File: src/rtl/sar_search_if.sv
// Handshake and comparator bus for the successive-approximation searcher.
// master is the searcher side; slave is the comparator/requester side.
interface sar_search_if #(
    parameter int unsigned WIDTH = 16
) ();
    logic             start;
    logic             start_ready;
    logic [WIDTH-1:0] trial;
    logic             trial_valid;
    logic             cmp_lt;
    logic             cmp_eq;
    logic             cmp_gt;
    logic             done;
    logic [WIDTH-1:0] result;
    logic [5:0]       probes;
    logic             err;

    modport master (
        input  start, cmp_lt, cmp_eq, cmp_gt,
        output start_ready, trial, trial_valid, done, result, probes, err
    );

    modport slave (
        output start, cmp_lt, cmp_eq, cmp_gt,
        input  start_ready, trial, trial_valid, done, result, probes, err
    );
endinterface

File: src/rtl/sar_search.sv
// MSB-first binary search for an operand that is only observable through an
// external magnitude comparator; reports the recovered value and probe count.
module sar_search #(
    parameter int unsigned WIDTH   = 16,
    parameter int unsigned CMP_LAT = 0
) (
    input  logic        clk,
    input  logic        rst,
    sar_search_if.master bus
);
    localparam int unsigned KW = $clog2(WIDTH);

    localparam logic [1:0] IDLE  = 2'd0;
    localparam logic [1:0] PROBE = 2'd1;
    localparam logic [1:0] WAIT  = 2'd2;
    localparam logic [1:0] DONE  = 2'd3;

    logic [1:0]       state_q;
    logic [WIDTH-1:0] acc_q;
    logic [WIDTH-1:0] trial_q;
    logic [WIDTH-1:0] result_q;
    logic [KW-1:0]    k_q;
    logic [1:0]       cnt_q;
    logic [5:0]       probes_q;
    logic             err_q;

    logic [WIDTH-1:0] probe_code;
    logic [WIDTH-1:0] acc_upd;
    logic             busy;
    logic             sample;
    logic             one_hot;

    assign probe_code = acc_q | (WIDTH'(1) << k_q);
    assign busy       = (state_q == PROBE) || (state_q == WAIT);
    assign sample     = ((state_q == PROBE) && (CMP_LAT == 0)) ||
                        ((state_q == WAIT) && (cnt_q == 2'd0));
    assign one_hot    = ({bus.cmp_lt, bus.cmp_eq, bus.cmp_gt} == 3'b100) ||
                        ({bus.cmp_lt, bus.cmp_eq, bus.cmp_gt} == 3'b010) ||
                        ({bus.cmp_lt, bus.cmp_eq, bus.cmp_gt} == 3'b001);
    // lt means the trial bit belongs in the answer; gt drops it.
    assign acc_upd    = bus.cmp_lt ? probe_code : acc_q;

    always_ff @(posedge clk) begin
        if (rst) begin
            state_q  <= IDLE;
            acc_q    <= '0;
            trial_q  <= '0;
            result_q <= '0;
            k_q      <= '0;
            cnt_q    <= '0;
            probes_q <= '0;
            err_q    <= 1'b0;
        end else begin
            case (state_q)
                IDLE, DONE: begin
                    if (bus.start) begin
                        acc_q    <= '0;
                        k_q      <= KW'(WIDTH - 1);
                        probes_q <= '0;
                        err_q    <= 1'b0;
                        state_q  <= PROBE;
                    end else begin
                        state_q  <= IDLE;
                    end
                end
                PROBE: begin
                    trial_q <= probe_code;
                    if (CMP_LAT != 0) begin
                        cnt_q   <= 2'(CMP_LAT - 1);
                        state_q <= WAIT;
                    end
                end
                WAIT: begin
                    if (cnt_q != 2'd0) cnt_q <= cnt_q - 2'd1;
                end
                default: state_q <= IDLE;
            endcase

            // Sampling overrides the per-state transition chosen above.
            if (sample) begin
                probes_q <= probes_q + 6'd1;
                if (!one_hot) begin
                    err_q    <= 1'b1;
                    result_q <= acc_q;
                    state_q  <= DONE;
                end else if (bus.cmp_eq) begin
                    result_q <= probe_code;
                    state_q  <= DONE;
                end else begin
                    acc_q <= acc_upd;
                    if (k_q == '0) begin
                        result_q <= acc_upd;
                        state_q  <= DONE;
                    end else begin
                        k_q     <= k_q - KW'(1);
                        state_q <= PROBE;
                    end
                end
            end
        end
    end

    assign bus.start_ready = !busy;
    assign bus.trial       = busy ? probe_code : trial_q;
    assign bus.trial_valid = busy;
    // DONE never lasts more than one cycle, so it doubles as the pulse.
    assign bus.done        = (state_q == DONE);
    assign bus.result      = result_q;
    assign bus.probes      = probes_q;
    assign bus.err         = err_q;
endmodule

File: src/flat_wrapper.sv
// flat-port wrapper written by rule: the top's interface ports become plain ports
module sar_search_flat 
#(
    parameter int unsigned WIDTH   = 16,
    parameter int unsigned CMP_LAT = 0
)
  (clk, rst, bus_start, bus_cmp_lt, bus_cmp_eq, bus_cmp_gt, bus_start_ready, bus_trial, bus_trial_valid, bus_done, bus_result, bus_probes, bus_err);
  sar_search_if #(.WIDTH(WIDTH)) bus_i ();
  input  logic clk;
  input  logic rst;
  input wire logic [$bits(bus_i.start)-1:0] bus_start;
  input wire logic [$bits(bus_i.cmp_lt)-1:0] bus_cmp_lt;
  input wire logic [$bits(bus_i.cmp_eq)-1:0] bus_cmp_eq;
  input wire logic [$bits(bus_i.cmp_gt)-1:0] bus_cmp_gt;
  output wire logic [$bits(bus_i.start_ready)-1:0] bus_start_ready;
  output wire logic [$bits(bus_i.trial)-1:0] bus_trial;
  output wire logic [$bits(bus_i.trial_valid)-1:0] bus_trial_valid;
  output wire logic [$bits(bus_i.done)-1:0] bus_done;
  output wire logic [$bits(bus_i.result)-1:0] bus_result;
  output wire logic [$bits(bus_i.probes)-1:0] bus_probes;
  output wire logic [$bits(bus_i.err)-1:0] bus_err;
  assign bus_i.start = bus_start;
  assign bus_i.cmp_lt = bus_cmp_lt;
  assign bus_i.cmp_eq = bus_cmp_eq;
  assign bus_i.cmp_gt = bus_cmp_gt;
  assign bus_start_ready = bus_i.start_ready;
  assign bus_trial = bus_i.trial;
  assign bus_trial_valid = bus_i.trial_valid;
  assign bus_done = bus_i.done;
  assign bus_result = bus_i.result;
  assign bus_probes = bus_i.probes;
  assign bus_err = bus_i.err;
  sar_search #(.WIDTH(WIDTH), .CMP_LAT(CMP_LAT)) u_core (.clk(clk), .rst(rst), .bus(bus_i));
endmodule
File: config.mk
export PLATFORM = sky130hd
export DESIGN_NAME = sar_search_flat
export DESIGN_NICKNAME = d
export VERILOG_FILES = /design/src/rtl/sar_search_if.sv /design/src/rtl/sar_search.sv /design/src/flat_wrapper.sv
export SDC_FILE = /design/constraint.sdc
export NUM_CORES = 1
export LEC_CHECK = 0
export ABC_CLOCK_PERIOD_IN_PS = 4300
export CORE_AREA = 2 2 79 81
export DETAILED_ROUTE_END_ITERATION = 6
export DIE_AREA = 0 0 81 83
export PLACE_DENSITY = 0.82
export SYNTH_ARGS = -nofsm -noshare
export SYNTH_HDL_FRONTEND = slang
export SYNTH_SLANG_ARGS = --single-unit
File: constraint.sdc
create_clock -name clk -period 4.3 [get_ports clk]
set_input_delay 0.43 -clock clk [delete_from_list [all_inputs] [get_ports clk]]
set_output_delay 0.43 -clock clk [all_outputs]
set_load 0.01 [all_outputs]
==> summary.md <==
The run finished with clean final reports. Cells with a size suffix above 1 make up 6.434% of the layout. The number of buffers added on ports works out to 47. In this run, synthesis inferred 0 flip-flops with an integrated enable. Number of hold violations in the final report: 0.

Once the clock tree was built, the resizer swapped 0 gates to a different size. The tools report the worst relative slew slack as 32.84%. The longest clock path from root to sink contains 2 buffers.

After synthesis, flip-flops and latches occupy 44.13% of the total area. The logs give 2800 ps for the worst path arrival time and 3309 um2 for the placed standard-cell area. The maximum fanout along the worst path came out at 35. CTS built an H-tree with a depth of 3. The die is 83 um tall. The logs give 0 for the number of antenna violations at the first check in global routing and 6723 um2 for the full die area. Area added between synthesis and finish: 22.68%. After routing, the total negative slack on setup checks comes to 0 ps. Counting flops and latches in the post-synthesis netlist gives 63. Entering global routing, the biggest net connects 52 pins. The tools report the routability congestion estimate as 0.8440.

The number of buffers inserted by hold repair at cts is 0. Clock latency on the worst-skew pair, taken at its later pin, is 350 ps. The routed layout has 2531 vias. The remaining antenna violation count was 0; the site row count was 28. Traced cell by cell, the critical path runs through inv_1 -> ha_1 -> clkinv_1 -> a21oi_1 -> clkdlybuf4s50_1. The wire-length estimate of the detail-placed layout is 4688 um.

The length of the first detailed-routing pass in iterations is 4, and the final cycle utilization of the critical path is 75.15%. The leakage power of the design is 0.001227 uW. For this configuration, the core starts out at a cell density of 49.14%. Horizontal die dimension: 81 um. The worst min-delay path startpoint is u_core.bus.err.

The critical path is of the reg -> out type. For the synthesized netlist net count, the log shows 349. For this run, the leading register cell type out of synthesis is sky130_fd_sc_hd__dfxtp_1. Setup repair after global routing left no endpoint under its margin. The fraction of synthesis flops using an asynchronous set or reset pin is 0%, and the number of max-capacitance violations reported is 0.

The launch point of the critical path is u_core.state_q[0]. The clock period minus worst slack came out at 3231 ps. For the pin with the worst max-slew slack, the measured transition is 1007 ps.

The first routing iteration left 168 violations. In this run the mean area of a mapped cell was 8.582 um2. Setup slack on the worst reg-to-reg path comes out at 1830 ps.

STA puts the critical path data required time at 3870 ps. The delay of the slowest cell on the worst path was 690 ps. TritonCTS built the clock tree. After clock tree synthesis, the setup repair step added 0 buffers. Global routing consumed, over all layers together, 20.97% of the routing resources. After synthesis the cells add up to 2858 um2. The number of remaining DRC errors was 0. For this design, the slowest cell found on the critical path is sky130_fd_sc_hd__clkinv_1. IR analysis of the VDD net gives a maximum drop of 520.3 uV.

The power per unit of standard cell area works out to 868.3 nW/um2. On the final layout, the worst hold slack is 466.2 ps. The count of final max-slew check failures was 0; the clock buffer count from CTS was 9. The core region is 5816 um2.

The number of diodes added for antenna fixing is 0, and the number of global-route vias before repair is 2317. The post-route total power is 3044 uW. The worst hold path belongs to the class reg -> reg. In this run the clock root is driven by a sky130_fd_sc_hd__clkbuf_8. The tools report the post-synthesis cell type count as 38. Timing would allow up to 0.3095 GHz. The critical path capture point type was a primary output. After clock tree synthesis, the clock-pin slew on the worst setup and hold paths is 70 ps. The Yosys step of the flow raised 0 warnings. 48 I/O pins were placed.

For the wire length of the first global-routing pass, the log shows 11250 um. With fillers left out, the area of the finished cells amounts to 3506 um2. The clock arrives with 11.73 ps of skew.

The net count of the finished layout is 384. The overall routed net length was 6698 um; the clock net sink count was 63. The total global routing overflow is 0, and the routed wirelength normalized by instance count is 14.95 um.

Using the TritonRoute via totals, the vias-per-cell ratio works out to 5.650. Setup violations remaining at the end of the flow were counted as 0. The start of the worst register-to-register path is u_core.k_q[0]. Counting every instance in the synthesized netlist gives 333. Kind of start point of the critical path: a flip-flop.
==> stage by stage <==
step	utilization [%]	std cells	worst slack (ps)
final	60.28	448	1069
after CTS	60.28	448	1016
after floorplan	-	333	2340
after detailed placement	56.91	432	1403
after global placement	56.91	432	1541
after global routing	60.28	448	853.5
==> routing by layer <==
metal / vias up / track usage, % / share of wire (%)
met2: 62 / 31.48 / 47
met3: 9 / 3.696 / 5.1
met1: 1194 / 29.82 / 47
li1: 1266 / - / -
met4: 0 / 8.012 / 1.6
met5: - / 0 / 0
==> synth_stat cells, types with 3 or more instances <==
| cell | instances | area, um2 |
|---|---|---|
| sky130_fd_sc_hd__a31oi_1 | 5 | 31.28 |
| sky130_fd_sc_hd__dfxtp_1 | 63 | 1261 |
| sky130_fd_sc_hd__ha_1 | 10 | 125.1 |
| sky130_fd_sc_hd__buf_2 | 3 | 15.01 |
| sky130_fd_sc_hd__clkbuf_1 | 16 | 60.06 |
| sky130_fd_sc_hd__and2_1 | 3 | 18.77 |
| sky130_fd_sc_hd__nor3_1 | 9 | 45.04 |
| sky130_fd_sc_hd__a32o_1 | 4 | 40.04 |
| sky130_fd_sc_hd__a22o_1 | 9 | 78.83 |
| sky130_fd_sc_hd__o21ai_0 | 3 | 15.01 |
| sky130_fd_sc_hd__nor2_1 | 62 | 232.7 |
| sky130_fd_sc_hd__inv_1 | 8 | 30.03 |
| sky130_fd_sc_hd__buf_4 | 4 | 30.03 |
| sky130_fd_sc_hd__nor2b_1 | 7 | 43.79 |
| sky130_fd_sc_hd__nand3_1 | 3 | 15.01 |
| sky130_fd_sc_hd__a211oi_1 | 35 | 262.8 |
| sky130_fd_sc_hd__a21oi_1 | 59 | 295.3 |
| sky130_fd_sc_hd__o21a_1 | 3 | 22.52 |
| sky130_fd_sc_hd__nand2_1 | 5 | 18.77 |
==> cell families after synthesis <==
logic type,Yosys count,share of synthesized area (%)
flip-flops,63,44.13
AND/OR/NAND/NOR,99,15.94
AO/OA/AOI/OAI,122,27.67
buffers and inverters,34,5.648
XOR/XNOR,3,1.182
multiplexers,2,1.051
adder cells (fa/ha/maj),10,4.378
==> power breakdown <==
part           total, uW  internal, uW  switching (uW)
sequential           889           763             125
combinational       1640           785             858
clock                512           268             244
==> worst max-delay path, delay by kind of cell, from the launching register on <==
kind / cells / cell delay (ps)
fa+ha+maj: 1 / 320
compound gates: 1 / 420
buf+inv: 3 / 1340
flops: 1 / 380
==> cell type report <==
type,instances,area (um2)
Multi-Input combinational cell,236,1435
Fill cell,528,2310
Clock buffer,9,123.9
Clock inverter,7,72.57
Inverter,9,33.78
Tap cell,75,93.84
Sequential cell,63,1261
Timing Repair Buffer,49,485.5
==> worst paths after layout <==
path                                              to  cells after the start
worst min register to register        u_core.bus.err                      2
worst min-delay path                  u_core.bus.err                      2
worst max register to register  u_core.bus.result[9]                      6
worst max-delay path                    bus_trial[8]                      5
==> layout by cell type (no fill, tap or decap), types with 2 or more instances in the layout <==
| cell type | instances |
|---|---|
| sky130_fd_sc_hd__a211oi_1 | 35 |
| sky130_fd_sc_hd__a21oi_1 | 59 |
| sky130_fd_sc_hd__a22o_1 | 9 |
| sky130_fd_sc_hd__a31oi_1 | 5 |
| sky130_fd_sc_hd__a32o_1 | 4 |
| sky130_fd_sc_hd__and2_1 | 3 |
| sky130_fd_sc_hd__buf_4 | 2 |
| sky130_fd_sc_hd__clkbuf_8 | 9 |
| sky130_fd_sc_hd__clkdlybuf4s50_1 | 47 |
| sky130_fd_sc_hd__clkinv_2 | 2 |
| sky130_fd_sc_hd__clkinvlp_4 | 2 |
| sky130_fd_sc_hd__dfxtp_1 | 63 |
| sky130_fd_sc_hd__ha_1 | 10 |
| sky130_fd_sc_hd__inv_1 | 8 |
| sky130_fd_sc_hd__mux2_4 | 2 |
| sky130_fd_sc_hd__nand2_1 | 5 |
| sky130_fd_sc_hd__nand3_1 | 3 |
| sky130_fd_sc_hd__nor2_1 | 62 |
| sky130_fd_sc_hd__nor2b_1 | 7 |
| sky130_fd_sc_hd__nor3_1 | 9 |
| sky130_fd_sc_hd__o21a_1 | 3 |
| sky130_fd_sc_hd__o21ai_0 | 3 |
| sky130_fd_sc_hd__xnor2_1 | 2 |
==> state kept, by name, summed over array words and instances (netlist names) <==
register / cells
u_core.bus.result: 16
u_core.state_q: 2
u_core.trial_q: 16
u_core.bus.err: 1
u_core.cnt_q: 2
u_core.acc_q: 16
u_core.bus.probes: 6
u_core.k_q: 4
(Power assumes the default switching activity.)
